--- src/rtl/systolic_pkg.sv ---
// Shared types and size defaults for the systolic feed scheduler slice.
package systolic_pkg;

   localparam int unsigned SYSTOLIC_SIZE_DEF = 16;
   localparam int unsigned FIFO_DEPTH_DEF    = 256;

   typedef enum logic [2:0] {
      IDLE,
      FLUSH,
      FEED,
      SHIFT,
      DRAIN
   } sched_state_t;

   typedef enum logic {
      PHASE_A,
      PHASE_B
   } phase_t;

endpackage

--- src/rtl/feed_phase_mux.sv ---
// A/B phase alternation for the shared buffer port: read-address mux and
// one-cycle-delayed valid_a/valid_b that line up with returning buffer data.
module feed_phase_mux
   import systolic_pkg::*;
#(
   parameter int unsigned AW = 8
)
(
   input  logic          clk,
   input  logic          rst_n,
   input  logic          feed,
   input  logic          phase_clr,
   input  logic          issue_en_a,
   input  logic          issue_en_b,
   input  logic [AW-1:0] fifo_addr_a,
   input  logic [AW-1:0] fifo_addr_b,
   output logic [AW-1:0] fifo_rd_addr,
   output logic          valid_a,
   output logic          valid_b
);

   phase_t phase;

   always_ff @(posedge clk or negedge rst_n) begin
      if (!rst_n) begin
         phase   <= PHASE_A;
         valid_a <= 1'b0;
         valid_b <= 1'b0;
      end else begin
         if (phase_clr)
            phase <= PHASE_A;
         else if (feed)
            phase <= (phase == PHASE_A) ? PHASE_B : PHASE_A;
         // A finished side keeps its slot in the alternation but issues no valid
         valid_a <= feed && (phase == PHASE_A) && issue_en_a;
         valid_b <= feed && (phase == PHASE_B) && issue_en_b;
      end
   end

   always_comb begin
      fifo_rd_addr = '0;
      if (feed)
         fifo_rd_addr = (phase == PHASE_A) ? fifo_addr_a : fifo_addr_b;
   end

endmodule

--- src/rtl/systolic_feed_scheduler.sv ---
// Job sequencer feeding A/B wavefronts into an NxN systolic array.
// Optional FEED_SCHED_PERF_EN adds a perf_cycles busy-cycle counter output.
module systolic_feed_scheduler
   import systolic_pkg::*;
#(
   parameter  int unsigned DATA_WIDTH    = 32,
   parameter  int unsigned FIFO_DEPTH    = FIFO_DEPTH_DEF,
   parameter  int unsigned SYSTOLIC_SIZE = SYSTOLIC_SIZE_DEF,
   parameter  int unsigned DRAIN_CYCLES  = 2*SYSTOLIC_SIZE-1,
   localparam int unsigned AW            = $clog2(FIFO_DEPTH),
   localparam int unsigned WW            = $clog2(SYSTOLIC_SIZE)+1
)
(
   input  logic          clk,
   input  logic          rst_n,
   input  logic          start,
   input  logic          abort,
   input  logic [AW-1:0] base_addr_a_in,
   input  logic [AW-1:0] base_addr_b_in,
   input  logic [WW-1:0] matrix_width_in,
   input  logic [AW-1:0] fifo_addr_a,
   input  logic [AW-1:0] fifo_addr_b,
   input  logic          completed_a,
   input  logic          completed_b,
   output logic [AW-1:0] fifo_rd_addr,
   output logic          ext_rst_flush,
   output logic          ext_enable,
   output logic          valid_a,
   output logic          valid_b,
   output logic [AW-1:0] base_addr_a,
   output logic [AW-1:0] base_addr_b,
   output logic [WW-1:0] matrix_width,
   output logic          array_shift,
   output logic          busy,
   output logic          done,
   output logic          cfg_err
`ifdef FEED_SCHED_PERF_EN
   ,
   output logic [31:0]   perf_cycles
`endif
);

   localparam int unsigned   CW         = WW + 1;
   localparam int unsigned   DW         = $clog2(DRAIN_CYCLES + 1);
   localparam logic [DW-1:0] DRAIN_LAST = DW'(DRAIN_CYCLES - 1);
   localparam logic [WW-1:0] N_MAX      = WW'(SYSTOLIC_SIZE);

   sched_state_t  state, state_nxt;
   logic          aborting;
   logic          done_a, done_b, done_a_nxt, done_b_nxt;
   logic [CW-1:0] wf_cnt, wf_inc, wf_target;
   logic [DW-1:0] drain_cnt;
   logic          cfg_ok, accept;

   assign cfg_ok     = (matrix_width_in != '0) && (matrix_width_in <= N_MAX);
   assign accept     = (state == IDLE) && start && !abort && cfg_ok;
   assign wf_inc     = (wf_cnt == '1) ? wf_cnt : wf_cnt + 1'b1;
   assign wf_target  = {matrix_width, 1'b0} - 1'b1;
   assign done_a_nxt = done_a | (completed_a & valid_a);
   assign done_b_nxt = done_b | (completed_b & valid_b);
   assign busy       = (state != IDLE);

   always_comb begin
      state_nxt     = state;
      ext_rst_flush = 1'b0;
      ext_enable    = 1'b0;
      array_shift   = 1'b0;
      done          = 1'b0;
      cfg_err       = 1'b0;
      case (state)
         IDLE: begin
            if (start && !abort) begin
               if (cfg_ok) state_nxt = FLUSH;
               else        cfg_err   = 1'b1;
            end
         end
         FLUSH: begin
            ext_rst_flush = 1'b1;
            state_nxt     = aborting ? IDLE : FEED;
         end
         FEED: begin
            ext_enable = 1'b1;
            if (done_a_nxt && done_b_nxt) state_nxt = SHIFT;
         end
         SHIFT: begin
            array_shift = 1'b1;
            state_nxt   = (wf_inc >= wf_target) ? DRAIN : FEED;
         end
         DRAIN: begin
            if (drain_cnt >= DRAIN_LAST) begin
               done      = 1'b1;
               state_nxt = IDLE;
            end
         end
         default: state_nxt = IDLE;
      endcase
      // Abort reuses FLUSH as a one-cycle extractor cleanup before IDLE
      if (abort && state != IDLE) begin
         state_nxt = FLUSH;
         done      = 1'b0;
      end
   end

   always_ff @(posedge clk or negedge rst_n) begin
      if (!rst_n) begin
         state        <= IDLE;
         aborting     <= 1'b0;
         done_a       <= 1'b0;
         done_b       <= 1'b0;
         wf_cnt       <= '0;
         drain_cnt    <= '0;
         base_addr_a  <= '0;
         base_addr_b  <= '0;
         matrix_width <= '0;
      end else begin
         state <= state_nxt;
         if (abort && state != IDLE) aborting <= 1'b1;
         else if (state == FLUSH)    aborting <= 1'b0;
         if (accept) begin
            base_addr_a  <= base_addr_a_in;
            base_addr_b  <= base_addr_b_in;
            matrix_width <= matrix_width_in;
         end
         if (state == FLUSH || state == SHIFT) begin
            done_a <= 1'b0;
            done_b <= 1'b0;
         end else begin
            done_a <= done_a_nxt;
            done_b <= done_b_nxt;
         end
         if (state == FLUSH)      wf_cnt <= '0;
         else if (state == SHIFT) wf_cnt <= wf_inc;
         if (state != DRAIN)        drain_cnt <= '0;
         else if (drain_cnt != '1)  drain_cnt <= drain_cnt + 1'b1;
      end
   end

   feed_phase_mux #(.AW(AW)) u_phase_mux (
      .clk          (clk),
      .rst_n        (rst_n),
      .feed         (state == FEED),
      .phase_clr    (state == FLUSH || state == SHIFT),
      .issue_en_a   (!done_a && !abort),
      .issue_en_b   (!done_b && !abort),
      .fifo_addr_a  (fifo_addr_a),
      .fifo_addr_b  (fifo_addr_b),
      .fifo_rd_addr (fifo_rd_addr),
      .valid_a      (valid_a),
      .valid_b      (valid_b)
   );

`ifdef FEED_SCHED_PERF_EN
   always_ff @(posedge clk or negedge rst_n) begin
      if (!rst_n)               perf_cycles <= '0;
      else if (state == FLUSH)  perf_cycles <= '0;
      else if (state != IDLE)   perf_cycles <= perf_cycles + 32'd1;
   end
`endif

endmodule

--- config.mk ---
export PLATFORM = sky130hd
export DESIGN_NAME = systolic_feed_scheduler
export DESIGN_NICKNAME = d
export VERILOG_FILES = /design/src/rtl/systolic_pkg.sv /design/src/rtl/feed_phase_mux.sv /design/src/rtl/systolic_feed_scheduler.sv
export SDC_FILE = /design/constraint.sdc
export NUM_CORES = 1
export LEC_CHECK = 0
export CORE_UTILIZATION = 45
export CTS_BUF_LIST = sky130_fd_sc_hd__clkbuf_4
export DETAILED_ROUTE_END_ITERATION = 16
export HOLD_SLACK_MARGIN = 0.1
export PLACE_DENSITY = 0.76
export SLEW_MARGIN = 40
export SYNTH_ARGS = -nofsm -noshare
export SYNTH_HDL_FRONTEND = slang
export SYNTH_HIERARCHICAL = 1
export SYNTH_SLANG_ARGS = --single-unit
--- constraint.sdc ---
create_clock -name clk -period 4.1 [get_ports clk]
set_input_delay 0.82 -clock clk [delete_from_list [all_inputs] [get_ports clk]]
set_output_delay 0.82 -clock clk [all_outputs]
set_load 0.05 [all_outputs]
==> impl_metrics.env <==
export IMPL_syn_area_per_cell_um2=11.4
export IMPL_cp_top_family="buffers and inverters"
export IMPL_yosysUniqueCellTypes=38
export IMPL_maxSlewViolCount=0
export IMPL_area_growth_syn_to_layout_pct=38.0
export IMPL_syn_num_nets=252
export IMPL_cts_path_max_buffers=2
export IMPL_numCtsBuffers=5
export IMPL_synthArstFlopShare=1.00
export IMPL_routabilityCongestion=0.798
export IMPL_synth_seq_area_share=0.453
export IMPL_path_max_fanout=3
export IMPL_grt_pass1_vias=1716
export IMPL_detail_route_antenna_nets=0
export IMPL_fin_tns_setup_ns=0
export IMPL_fin_cells=345
export IMPL_cts_sinks=41
export IMPL_drc_errors=0
export IMPL_synth_cells=199
export IMPL_synth_ff_type="dfrtp_1"
export IMPL_core_region_area_um2=4790
export IMPL_drt_iter0_drc=71
export IMPL_ys_ff_latch=41
export IMPL_critPathArrivalTime_ns=2.82
export IMPL_num_vias=1774
export IMPL_synth_area_leaders="dfrtp_1, mux2_4, ha_1"
export IMPL_dp_hpwl_um=3540
export IMPL_p_per_area_nw_per_um2=700
export IMPL_period_minus_slack_ns=3.64
export IMPL_die_h_um=72.9
export IMPL_clk_latency_ns=0.35
export IMPL_die_w_um=72.9
export IMPL_wl_per_cell_um=13.9
export IMPL_num_rows=25
export IMPL_slew_headroom=0.642
export IMPL_fmax_ghz=0.275
export IMPL_crit_required_ns=3.28
export IMPL_start_util=0.473
export IMPL_synth_common_cells="dfrtp_1, mux2_4, nor2_1"
export IMPL_cts_tree="done"
export IMPL_final_nets=330
export IMPL_yosys_area_top_type="dfrtp_1"
export IMPL_post_cts_buffers=0
export IMPL_crit_chain="clkdlybuf4s50_1 > nor4_1 > xnor2_1 > nor2_1 > clkdlybuf4s50_1"
export IMPL_globalRouteOverflowTotal=0
export IMPL_dpl_cell_count=337
export IMPL_wl_um=4780
export IMPL_critPathSlowestCell="clkdlybuf4s50_1"
export IMPL_path_class="in -> out"
export IMPL_fin_crit_sh=0.888
export IMPL_yosysWarningCount=6
export IMPL_dr_pass1_iters=4
export IMPL_drive_gt1_frac=0.126
export IMPL_h_tree_depth=2
export IMPL_finalHoldViolCount=0
export IMPL_yosysMostFrequentCell="dfrtp_1"
export IMPL_critical_path_buf_inv_count=2
export IMPL_finalSetupViolCount=0
export IMPL_drt_vias_per_instance=5.14
export IMPL_crit_top_cell="clkdlybuf4s50_1"
export IMPL_grt_first_pass_wirelength_um=7760
export IMPL_grt_max_degree=42
export IMPL_fillers=365
export IMPL_cts_root_buf="clkbuf_4"
export IMPL_final_setup_skew_ns=0.0114
export IMPL_io_pins=80
export IMPL_clkSlewWorstSetupHoldPaths_ns=0.13
export IMPL_hp_class="in -> async"
export IMPL_port_buffers=79
export IMPL_rsz0062_at_grt="false"
export IMPL_worst_slew_pin_transition_ns=0.523
export IMPL_setup_worst_path_end_class="output pin"
export IMPL_cts_hold_buffers=0
export IMPL_irDropWorstVdd_mv=0.323
export IMPL_track_usage=0.192
export IMPL_cts_resized=0
export IMPL_syn_cell_area_um2=2260
export IMPL_synth_edf_count=0
export IMPL_antenna_found_initial=0
export IMPL_diodes=0
export IMPL_crit_path_start_kind="input pin"
export IMPL_dieArea_um2=5320
export IMPL_critPathMaxStageDelay_ns=0.82
export IMPL_synth_top_area_frac=0.453
export IMPL_maxCapViolations=0
export IMPL_status="finished clean"
export IMPL_power_leakage_nw=1.35
-- cells by family (layout without fill, tap and decap cells) --
family | Yosys count | in the layout | share of synthesized area
AND/OR/NAND/NOR | 63 | 63 | 0.145
flip-flops | 41 | 41 | 0.453
multiplexers | 32 | 32 | 0.187
AO/OA/AOI/OAI | 28 | 28 | 0.0801
buffers and inverters | 16 | 95 | 0.0448
adder cells (fa/ha/maj) | 10 | 10 | 0.0552
XOR/XNOR | 9 | 9 | 0.0348
-- flip-flops by register name, indices dropped and copies added (netlist names) --
register	cells
u_phase_mux/phase	1
u_phase_mux/valid_a	1
state	3
matrix_width	5
base_addr_a	8
drain_cnt	5
aborting	1
base_addr_b	8
wf_cnt	6
done_b	1
done_a	1
u_phase_mux/valid_b	1
-- path summary, 6_finish.rpt --
kind	startpoint	endpoint	slack, ns	depth (start not counted)
hold reg to reg	aborting	aborting	0.52	2
setup / recovery	matrix_width_in[1]	cfg_err	0.46	5
setup reg to reg	wf_cnt[0]	state[1]	1.49	9
hold / removal	rst_n	wf_cnt[3]	0.42	1
min in group clk	aborting	aborting	0.52	2
max in group asynchronous	rst_n	aborting	3.32	1
-- final cells by class --
class | count | area (um^2) | area share
clock buffers | 5 | 37.5 | 0.0120
multi-input cells | 142 | 1140 | 0.364
well taps | 67 | 83.8 | 0.0268
repair buffers | 80 | 796 | 0.255
clock inverters | 3 | 17.5 | 0.00561
flip-flops and latches | 41 | 1030 | 0.328
inverters | 7 | 26.3 | 0.00841
-- routing by layer --
layer  share of wire  global-route usage
met1            0.43               0.233
met2            0.49               0.320
met3           0.059              0.0525
met4           0.021              0.0850
met5               0                   0
-- power breakdown --
group,switching [mW],internal [mW]
Sequential,0.132,0.538
Clock,0.134,0.0650
Combinational,0.770,0.548
-- metrics by stage --
step | util | instance area [um^2] | total power, mW | hold WS, ns | setup WS, ns
6_report | 0.653 | 3120 | 2.19 | 0.421 | 0.459
3_5_place_dp | 0.641 | 3070 | 2.00 | 0.491 | 0.474
2_1_floorplan | - | 2260 | 1.60 | 0.466 | 1.20
5_1_grt | 0.653 | 3120 | 2.32 | 0.442 | 0.366
4_1_cts | 0.653 | 3120 | 2.21 | 0.429 | 0.454
3_3_place_gp | 0.641 | 3070 | 1.99 | 0.488 | 0.484
-- placed cells by master, fill, tap and decap left out, types with 2 or more instances in the layout --
| master | count |
|---|---|
| a21oi_1 | 9 |
| a22o_1 | 6 |
| a31oi_1 | 2 |
| and2_1 | 2 |
| and3_1 | 2 |
| buf_4 | 2 |
| clkbuf_4 | 5 |
| clkdlybuf4s50_1 | 78 |
| dfrtp_1 | 41 |
| ha_1 | 10 |
| inv_1 | 7 |
| mux2_2 | 3 |
| mux2_4 | 20 |
| mux2i_1 | 9 |
| nand2_1 | 8 |
| nand3_1 | 8 |
| nor2_1 | 20 |
| nor2b_1 | 10 |
| nor3_1 | 2 |
| nor4_1 | 2 |
| o21ai_0 | 6 |
| xnor2_1 | 6 |
| xor2_1 | 3 |
Note: power is estimated with default switching activity, not from simulation.
